## src/rtl/multdiv_pkg.sv

```systemverilog
// multdiv_pkg: shared types for the sequential multiply/divide unit.
//   state_e       - controller states
//   booth_digit_e - radix-4 Booth digit selected from a 3-bit multiplier window
//   cnt_width()   - iteration counter width for a given operand width
package multdiv_pkg;

  typedef enum logic [1:0] {
    IDLE,
    MULT,
    DIV,
    DONE
  } state_e;

  typedef enum logic [2:0] {
    BD_ZERO,
    BD_POS1,
    BD_POS2,
    BD_NEG1,
    BD_NEG2
  } booth_digit_e;

  function automatic int unsigned cnt_width(input int unsigned width);
    return $clog2(width + 1);
  endfunction

endpackage

```

## src/rtl/booth_enc.sv

```systemverilog
// booth_enc: radix-4 Booth recoder (combinational).
//   win   in  3  multiplier bits {b[2i+1], b[2i], b[2i-1]}
//   digit out    partial-product select: 0, +1, +2, -1, -2 times multiplicand
module booth_enc
  import multdiv_pkg::*;
(
  input  logic [2:0]   win,
  output booth_digit_e digit
);

  always_comb begin
    digit = BD_ZERO;
    case (win)
      3'b001, 3'b010: digit = BD_POS1;
      3'b011:         digit = BD_POS2;
      3'b100:         digit = BD_NEG2;
      3'b101, 3'b110: digit = BD_NEG1;
      default:        digit = BD_ZERO;
    endcase
  end

endmodule

```

## src/rtl/multdiv_seq.sv

```systemverilog
// multdiv_seq: sequential signed multiply (radix-4 Booth, WIDTH/2 cycles) and
// divide (non-restoring on magnitudes, WIDTH cycles + sign fix-up).
//   clock, reset        rising-edge clock; asynchronous active-high reset
//   data_operandA/B     multiplicand/dividend, multiplier/divisor (signed)
//   ctrl_MULT/ctrl_DIV  start pulses (operands latched on that edge; MULT wins)
//   data_result         product low half or quotient, held until next start
//   data_exception      overflow / divide-by-zero, held with data_result
//   data_resultRDY      one-cycle completion pulse
//   data_result_hi      product high half or signed remainder
//                       (present only when MULTDIV_HI_EN is defined)
module multdiv_seq
  import multdiv_pkg::*;
#(
  parameter int unsigned WIDTH = 32
) (
  input  logic             clock,
  input  logic             reset,
  input  logic [WIDTH-1:0] data_operandA,
  input  logic [WIDTH-1:0] data_operandB,
  input  logic             ctrl_MULT,
  input  logic             ctrl_DIV,
  output logic [WIDTH-1:0] data_result,
  output logic             data_exception,
  output logic             data_resultRDY
`ifdef MULTDIV_HI_EN
  ,
  output logic [WIDTH-1:0] data_result_hi
`endif
);

  localparam int unsigned      CW       = cnt_width(WIDTH);
  localparam int unsigned      AW       = WIDTH + 2;
  localparam logic [CW-1:0]    MUL_LAST = CW'(WIDTH / 2 - 1);
  localparam logic [CW-1:0]    DIV_LAST = CW'(WIDTH - 1);
  localparam logic [WIDTH-1:0] MOST_NEG = {1'b1, {(WIDTH - 1) {1'b0}}};

  state_e           state_q, state_d;
  logic [CW-1:0]    cnt_q, cnt_d;
  // acc: Booth upper accumulator / signed partial remainder
  // qr : multiplier shift register / dividend-then-quotient shift register
  // mc : multiplicand / divisor magnitude
  logic [AW-1:0]    acc_q, acc_d;
  logic [WIDTH-1:0] qr_q, qr_d;
  logic [WIDTH-1:0] mc_q, mc_d;
  logic             qm1_q, qm1_d;
  logic             is_div_q, is_div_d;
  logic             qneg_q, qneg_d;
  logic             dz_q, dz_d;
  logic             dovf_q, dovf_d;
  logic [WIDTH-1:0] res_q, res_d;
  logic             exc_q, exc_d;
  logic             rdy_q, rdy_d;
`ifdef MULTDIV_HI_EN
  logic [WIDTH-1:0] hi_q, hi_d;
  logic             rneg_q, rneg_d;
  logic [WIDTH-1:0] rem_fix;
`endif

  booth_digit_e     digit;
  logic [AW-1:0]    mc_ext, d_ext, pp, mul_sum, div_shift, div_next;
  logic [WIDTH-1:0] mag_a, mag_b, quo;
  logic [WIDTH:0]   prod_top;
  logic             mul_ovf;

  booth_enc u_booth (
    .win  ({qr_q[1:0], qm1_q}),
    .digit(digit)
  );

  always_comb begin
    mc_ext = {{2{mc_q[WIDTH-1]}}, mc_q};
    d_ext  = {2'b00, mc_q};
    pp     = '0;
    case (digit)
      BD_POS1: pp = mc_ext;
      BD_POS2: pp = mc_ext << 1;
      BD_NEG1: pp = -mc_ext;
      BD_NEG2: pp = -(mc_ext << 1);
      default: pp = '0;
    endcase
    mul_sum   = acc_q + pp;
    // Non-restoring step: the sign of the old remainder picks add or subtract.
    div_shift = {acc_q[AW-2:0], qr_q[WIDTH-1]};
    div_next  = acc_q[AW-1] ? (div_shift + d_ext) : (div_shift - d_ext);
    mag_a     = data_operandA[WIDTH-1] ? -data_operandA : data_operandA;
    mag_b     = data_operandB[WIDTH-1] ? -data_operandB : data_operandB;
    quo       = qneg_q ? -qr_q : qr_q;
    // Product fits in WIDTH bits iff bits [2W-1:W-1] are all equal.
    prod_top  = {acc_q[WIDTH-1:0], qr_q[WIDTH-1]};
    mul_ovf   = ~((&prod_top) | ~(|prod_top));
`ifdef MULTDIV_HI_EN
    rem_fix   = acc_q[AW-1] ? (acc_q[WIDTH-1:0] + mc_q) : acc_q[WIDTH-1:0];
`endif
  end

  always_comb begin
    state_d  = state_q;
    cnt_d    = cnt_q;
    acc_d    = acc_q;
    qr_d     = qr_q;
    mc_d     = mc_q;
    qm1_d    = qm1_q;
    is_div_d = is_div_q;
    qneg_d   = qneg_q;
    dz_d     = dz_q;
    dovf_d   = dovf_q;
    res_d    = res_q;
    exc_d    = exc_q;
    rdy_d    = 1'b0;
`ifdef MULTDIV_HI_EN
    hi_d     = hi_q;
    rneg_d   = rneg_q;
`endif
    // A start in any state abandons the current operation.
    if (ctrl_MULT || ctrl_DIV) begin
      cnt_d    = '0;
      acc_d    = '0;
      qm1_d    = 1'b0;
      res_d    = '0;
      exc_d    = 1'b0;
      is_div_d = !ctrl_MULT;
`ifdef MULTDIV_HI_EN
      hi_d     = '0;
      rneg_d   = !ctrl_MULT && data_operandA[WIDTH-1];
`endif
      if (ctrl_MULT) begin
        state_d = MULT;
        qr_d    = data_operandB;
        mc_d    = data_operandA;
        qneg_d  = 1'b0;
        dz_d    = 1'b0;
        dovf_d  = 1'b0;
      end else begin
        state_d = DIV;
        qr_d    = mag_a;
        mc_d    = mag_b;
        qneg_d  = data_operandA[WIDTH-1] ^ data_operandB[WIDTH-1];
        dz_d    = (data_operandB == '0);
        dovf_d  = (data_operandA == MOST_NEG) && (data_operandB == '1);
      end
    end else begin
      case (state_q)
        MULT: begin
          acc_d = {{2{mul_sum[AW-1]}}, mul_sum[AW-1:2]};
          qr_d  = {mul_sum[1:0], qr_q[WIDTH-1:2]};
          qm1_d = qr_q[1];
          cnt_d = cnt_q + CW'(1);
          if (cnt_q == MUL_LAST) state_d = DONE;
        end
        DIV: begin
          acc_d = div_next;
          qr_d  = {qr_q[WIDTH-2:0], ~div_next[AW-1]};
          cnt_d = cnt_q + CW'(1);
          if (cnt_q == DIV_LAST) state_d = DONE;
        end
        DONE: begin
          rdy_d   = 1'b1;
          state_d = IDLE;
          cnt_d   = '0;
          acc_d   = '0;
          qr_d    = '0;
          qm1_d   = 1'b0;
          if (is_div_q) begin
            res_d = dz_q ? '0 : quo;
            exc_d = dz_q | dovf_q;
`ifdef MULTDIV_HI_EN
            hi_d  = dz_q ? '0 : (rneg_q ? -rem_fix : rem_fix);
`endif
          end else begin
            res_d = qr_q;
            exc_d = mul_ovf;
`ifdef MULTDIV_HI_EN
            hi_d  = acc_q[WIDTH-1:0];
`endif
          end
        end
        default: ;
      endcase
    end
  end

  always_ff @(posedge clock or posedge reset) begin
    if (reset) begin
      state_q  <= IDLE;
      cnt_q    <= '0;
      acc_q    <= '0;
      qr_q     <= '0;
      mc_q     <= '0;
      qm1_q    <= 1'b0;
      is_div_q <= 1'b0;
      qneg_q   <= 1'b0;
      dz_q     <= 1'b0;
      dovf_q   <= 1'b0;
      res_q    <= '0;
      exc_q    <= 1'b0;
      rdy_q    <= 1'b0;
`ifdef MULTDIV_HI_EN
      hi_q     <= '0;
      rneg_q   <= 1'b0;
`endif
    end else begin
      state_q  <= state_d;
      cnt_q    <= cnt_d;
      acc_q    <= acc_d;
      qr_q     <= qr_d;
      mc_q     <= mc_d;
      qm1_q    <= qm1_d;
      is_div_q <= is_div_d;
      qneg_q   <= qneg_d;
      dz_q     <= dz_d;
      dovf_q   <= dovf_d;
      res_q    <= res_d;
      exc_q    <= exc_d;
      rdy_q    <= rdy_d;
`ifdef MULTDIV_HI_EN
      hi_q     <= hi_d;
      rneg_q   <= rneg_d;
`endif
    end
  end

  assign data_result    = res_q;
  assign data_exception = exc_q;
  assign data_resultRDY = rdy_q;
`ifdef MULTDIV_HI_EN
  assign data_result_hi = hi_q;
`endif

endmodule

```

## config.mk

```make
export PLATFORM = sky130hd
export DESIGN_NAME = multdiv_seq
export DESIGN_NICKNAME = d
export VERILOG_FILES = /design/src/rtl/multdiv_pkg.sv /design/src/rtl/booth_enc.sv /design/src/rtl/multdiv_seq.sv
export SDC_FILE = /design/constraint.sdc
export NUM_CORES = 1
export LEC_CHECK = 0
export CAP_MARGIN = 30
export CORE_UTILIZATION = 30
export DETAILED_ROUTE_END_ITERATION = 6
export SYNTH_ARGS = -nofsm -noshare
export SYNTH_HDL_FRONTEND = slang
export SYNTH_SLANG_ARGS = --single-unit
```

## constraint.sdc

```tcl
create_clock -name clock -period 4.5 [get_ports clock]
set_input_delay 0.45 -clock clock [delete_from_list [all_inputs] [get_ports clock]]
set_output_delay 0.45 -clock clock [all_outputs]
set_load 0.005 [all_outputs]
```

==> flow_summary.toml <==
[pwr]
p_clk_share_pct = 22.6
power.leakage_nw = 7.27
power_switching_mw = 3.01
vdd_drop_max_mv = 0.257
p_per_area_nw_per_um2 = 394
pwr-share-seq_pct = 24.5
switching_share_pct = 43.1
intPower_mw = 3.97
p_comb_share_pct = 52.9

[clock_network]
clkSlewWorstSetupHoldPaths_ns = 0.06
cts_tree = "built"
clockBufferDepth = 2
clkSinkCount = 145
ctsRootBufferMaster = "clkbuf_16"
cts_hold_buf = 0
htreeDepth = 4
cts_buffers = 17
worstSkewPairLatency_ns = 0.46

[floorplanning]
rows = 80
initial_core_util_pct = 30.4
pin_count = 102
die_y_um = 222
die-area_um2 = 49200
design.core.area_um2 = 47700
die_w_um = 222

[sta]
final.setup_skew_ns = 0.0139
fin_ws_ns = 0.109
tightest_slew_ns = 0.912
period_minus_slack_ns = 4.39
maxSlewHeadroom_pct = 38.7
timing.final.hold_violations = 0
whs_ns = 0.271
timing.fmax_mhz = 228
setup-violations-final = 0
min_period_over_period_pct = 97.6
drv_slew = 0

[drt]
dr_total_vias = 15300
wl_per_cell_um = 20.3
first_pass_iters = 5
drtIter0Drc = 1452
drc = 0
drt-total-wl_mm = 53.7
routed_via_density = 5.81
ant_nets = 0

[grt]
grt_usage_pct = 21.5
grt_max_degree = 89
grt_antenna_before_repair = 1
grt_pass1_wl_mm = 83.5
overflow = 0
grt_pass1_vias = 14300

[synthesis]
async_flop_share_pct = 100
synth_cells = 1896
yosysSeqAreaShare_pct = 25.0
syn-num-nets = 2041
syn_area_um2 = 14500
syn_area_per_cell_um2 = 7.65
synth_top_flop_cell = "dfrtp_1"
synthDistinctLibCells = 83
yosys_warnings = 0
synth-seq-cells = 145
synth_enable_flop_cells = 0

[hold_path]
hp-class = "in2async"

[worst_setup_path]
required_ns = 4.83
end_kind = "flop"
worstSetupStartpointType = "flop"
crit_fanout = 10
r2r.worst_path.cells = 18
r2r_end = "acc_q[31]"
reg2reg_setup_slack_ns = 0.11
worstSetupPathType = "reg2reg"
crit_arrival_ns = 4.72
reg2reg_from = "mc_q[13]"

[job]
drv_cap = 0

[final_layout]
regArea_um2 = 3630
final_core_util_pct = 37.1
drive_gt1_share_pct = 12.5
multi_input_area_um2 = 10400
final_nets = 2155
syn_to_final_growth_pct = 22.2
n_fill_cell = 4894

[placement]
place_ws_ns = -0.110
gp_congestion = 0.940
dp_hpwl_mm = 40.5
port_buffers = 101

[outcome]
outcome = "finished clean"
-- sequential cells by signal, summed over array words and instances (netlist names) --
| register | flops |
|---|---|
| qneg_q | 1 |
| qm1_q | 1 |
| is_div_q | 1 |
| data_exception | 1 |
| mc_q | 32 |
| state_q | 2 |
| acc_q | 34 |
| data_result | 32 |
| dovf_q | 1 |
| data_resultRDY | 1 |
| cnt_q | 6 |
| dz_q | 1 |
| qr_q | 32 |
-- cell usage in the layout (no fill, tap or decap), types with 18 or more instances in the layout --
cell type / count
o21ai_1: 33
o21ai_0: 187
nand2_1: 210
or3_1: 18
a22oi_1: 34
nor4_1: 22
dfrtp_1: 144
inv_1: 46
a21o_1: 42
nor2_1: 125
buf_4: 137
clkdlybuf4s50_1: 99
xor2_1: 112
ha_1: 72
nand2b_1: 30
o31ai_1: 25
nand3_1: 24
a211oi_1: 27
nand4_1: 29
a221oi_1: 41
a21oi_1: 122
xnor2_1: 96
nor3_1: 47
-- timing repair --
action                                  4_1_cts  5_1_grt
endpoints found under the setup margin        6       19
buffers inserted                              2       11
pin swaps                                     0       18
gates resized for setup                       3       52
-- cells by family (layout without fill, tap and decap cells) --
kind of cell | count (synthesis) | in the layout | synth area share, %
AND/OR/NAND/NOR | 596 | 596 | 19.8
buffers and inverters | 196 | 323 | 5.45
adder cells (fa/ha/maj) | 77 | 77 | 6.75
flip-flops | 145 | 145 | 25.0
XOR/XNOR | 208 | 208 | 12.6
AO/OA/AOI/OAI | 663 | 663 | 29.6
other | 0 | 1 | 0
multiplexers | 11 | 11 | 0.785
-- per-stage QoR --
stage               std cells  total power [mW]  area (µm²)  setup TNS, ns
finish                   2639              6.97       17700              0
global route             2639              7.41       17700        -0.0879
floorplan                1896              4.03       14600       -0.00279
global placement         2589              5.19       16700              0
CTS                      2624              6.83       17400              0
detailed placement       2590              5.22       16700         -0.312
-- area by class of cell --
cell class / instances / share of cell area [%]
multi-input cells: 1555 / 58.5
flip-flops and latches: 145 / 20.5
repair buffers: 243 / 12.1
well taps: 615 / 4.34
clock buffers: 24 / 2.66
inverters: 48 / 1.04
clock inverters: 8 / 0.861
diodes: 1 / 0.0141
-- worst max-delay path by stage --
stage / start / to / slack, ns / cells past startpoint
after floorplan: mc_q[11] / acc_q[29] / -0.003 / 22
after global placement: mc_q[11] / acc_q[30] / 0.04 / 18
after detailed placement: mc_q[2] / acc_q[29] / -0.11 / 20
after CTS: mc_q[11] / qr_q[0] / 0.004 / 17
after global routing: mc_q[0] / acc_q[31] / -0.02 / 20
final: mc_q[13] / acc_q[31] / 0.11 / 18
-- layer usage --
layer	global-route usage, %	up-vias	part of all wire, %
li1	-	7197	-
met1	29.7	7552	46
met2	34.2	504	46
met3	3.67	78	5.9
met4	6.05	0	2.3
met5	0	-	0
-- power by group through the flow --
stage | logic [mW] | registers, mW | clock network, mW
5_1_grt | 4.03 | 1.73 | 1.66
3_3_place_gp | 3.47 | 1.72 | 0
2_1_floorplan | 2.44 | 1.59 | 0
6_report | 3.69 | 1.71 | 1.58
4_1_cts | 3.53 | 1.70 | 1.60
3_5_place_dp | 3.50 | 1.72 | 0
-- critical path, stage by stage, from the launching register on --
cell and delay [ns]:
dfrtp_1 0.38, or3_4 0.42, or3b_4 0.42, buf_4 0.18, nor4_4 0.26, buf_6 0.18, a21o_1 0.15, xnor2_1 0.15
a21oi_1 0.10, o21ai_0 0.23, ha_1 0.29, a21o_1 0.19, a21o_1 0.18, a211oi_2 0.25, o21ai_1 0.12, a211oi_2 0.25
xnor2_1 0.16, nor2_2 0.07, a221o_1 0.28
-- cells in the mapped netlist (29+ instances only) --
cell	instances	area share, %
nand2b_1	30	1.3
a22oi_1	34	1.8
clkbuf_1	127	3.3
inv_1	47	1.2
nor2_1	131	3.4
o21ai_0	195	6.7
xor2_1	112	6.8
ha_1	75	6.5
nor3_1	55	1.9
a21oi_1	125	4.3
nor4_1	30	1.3
a211oi_1	32	1.7
a21o_1	42	2.2
nand4_1	29	1.3
a221oi_1	41	2.5
nand2_1	210	5.4
xnor2_1	96	5.8
dfrtp_1	145	25
(Power assumes the default switching activity.)
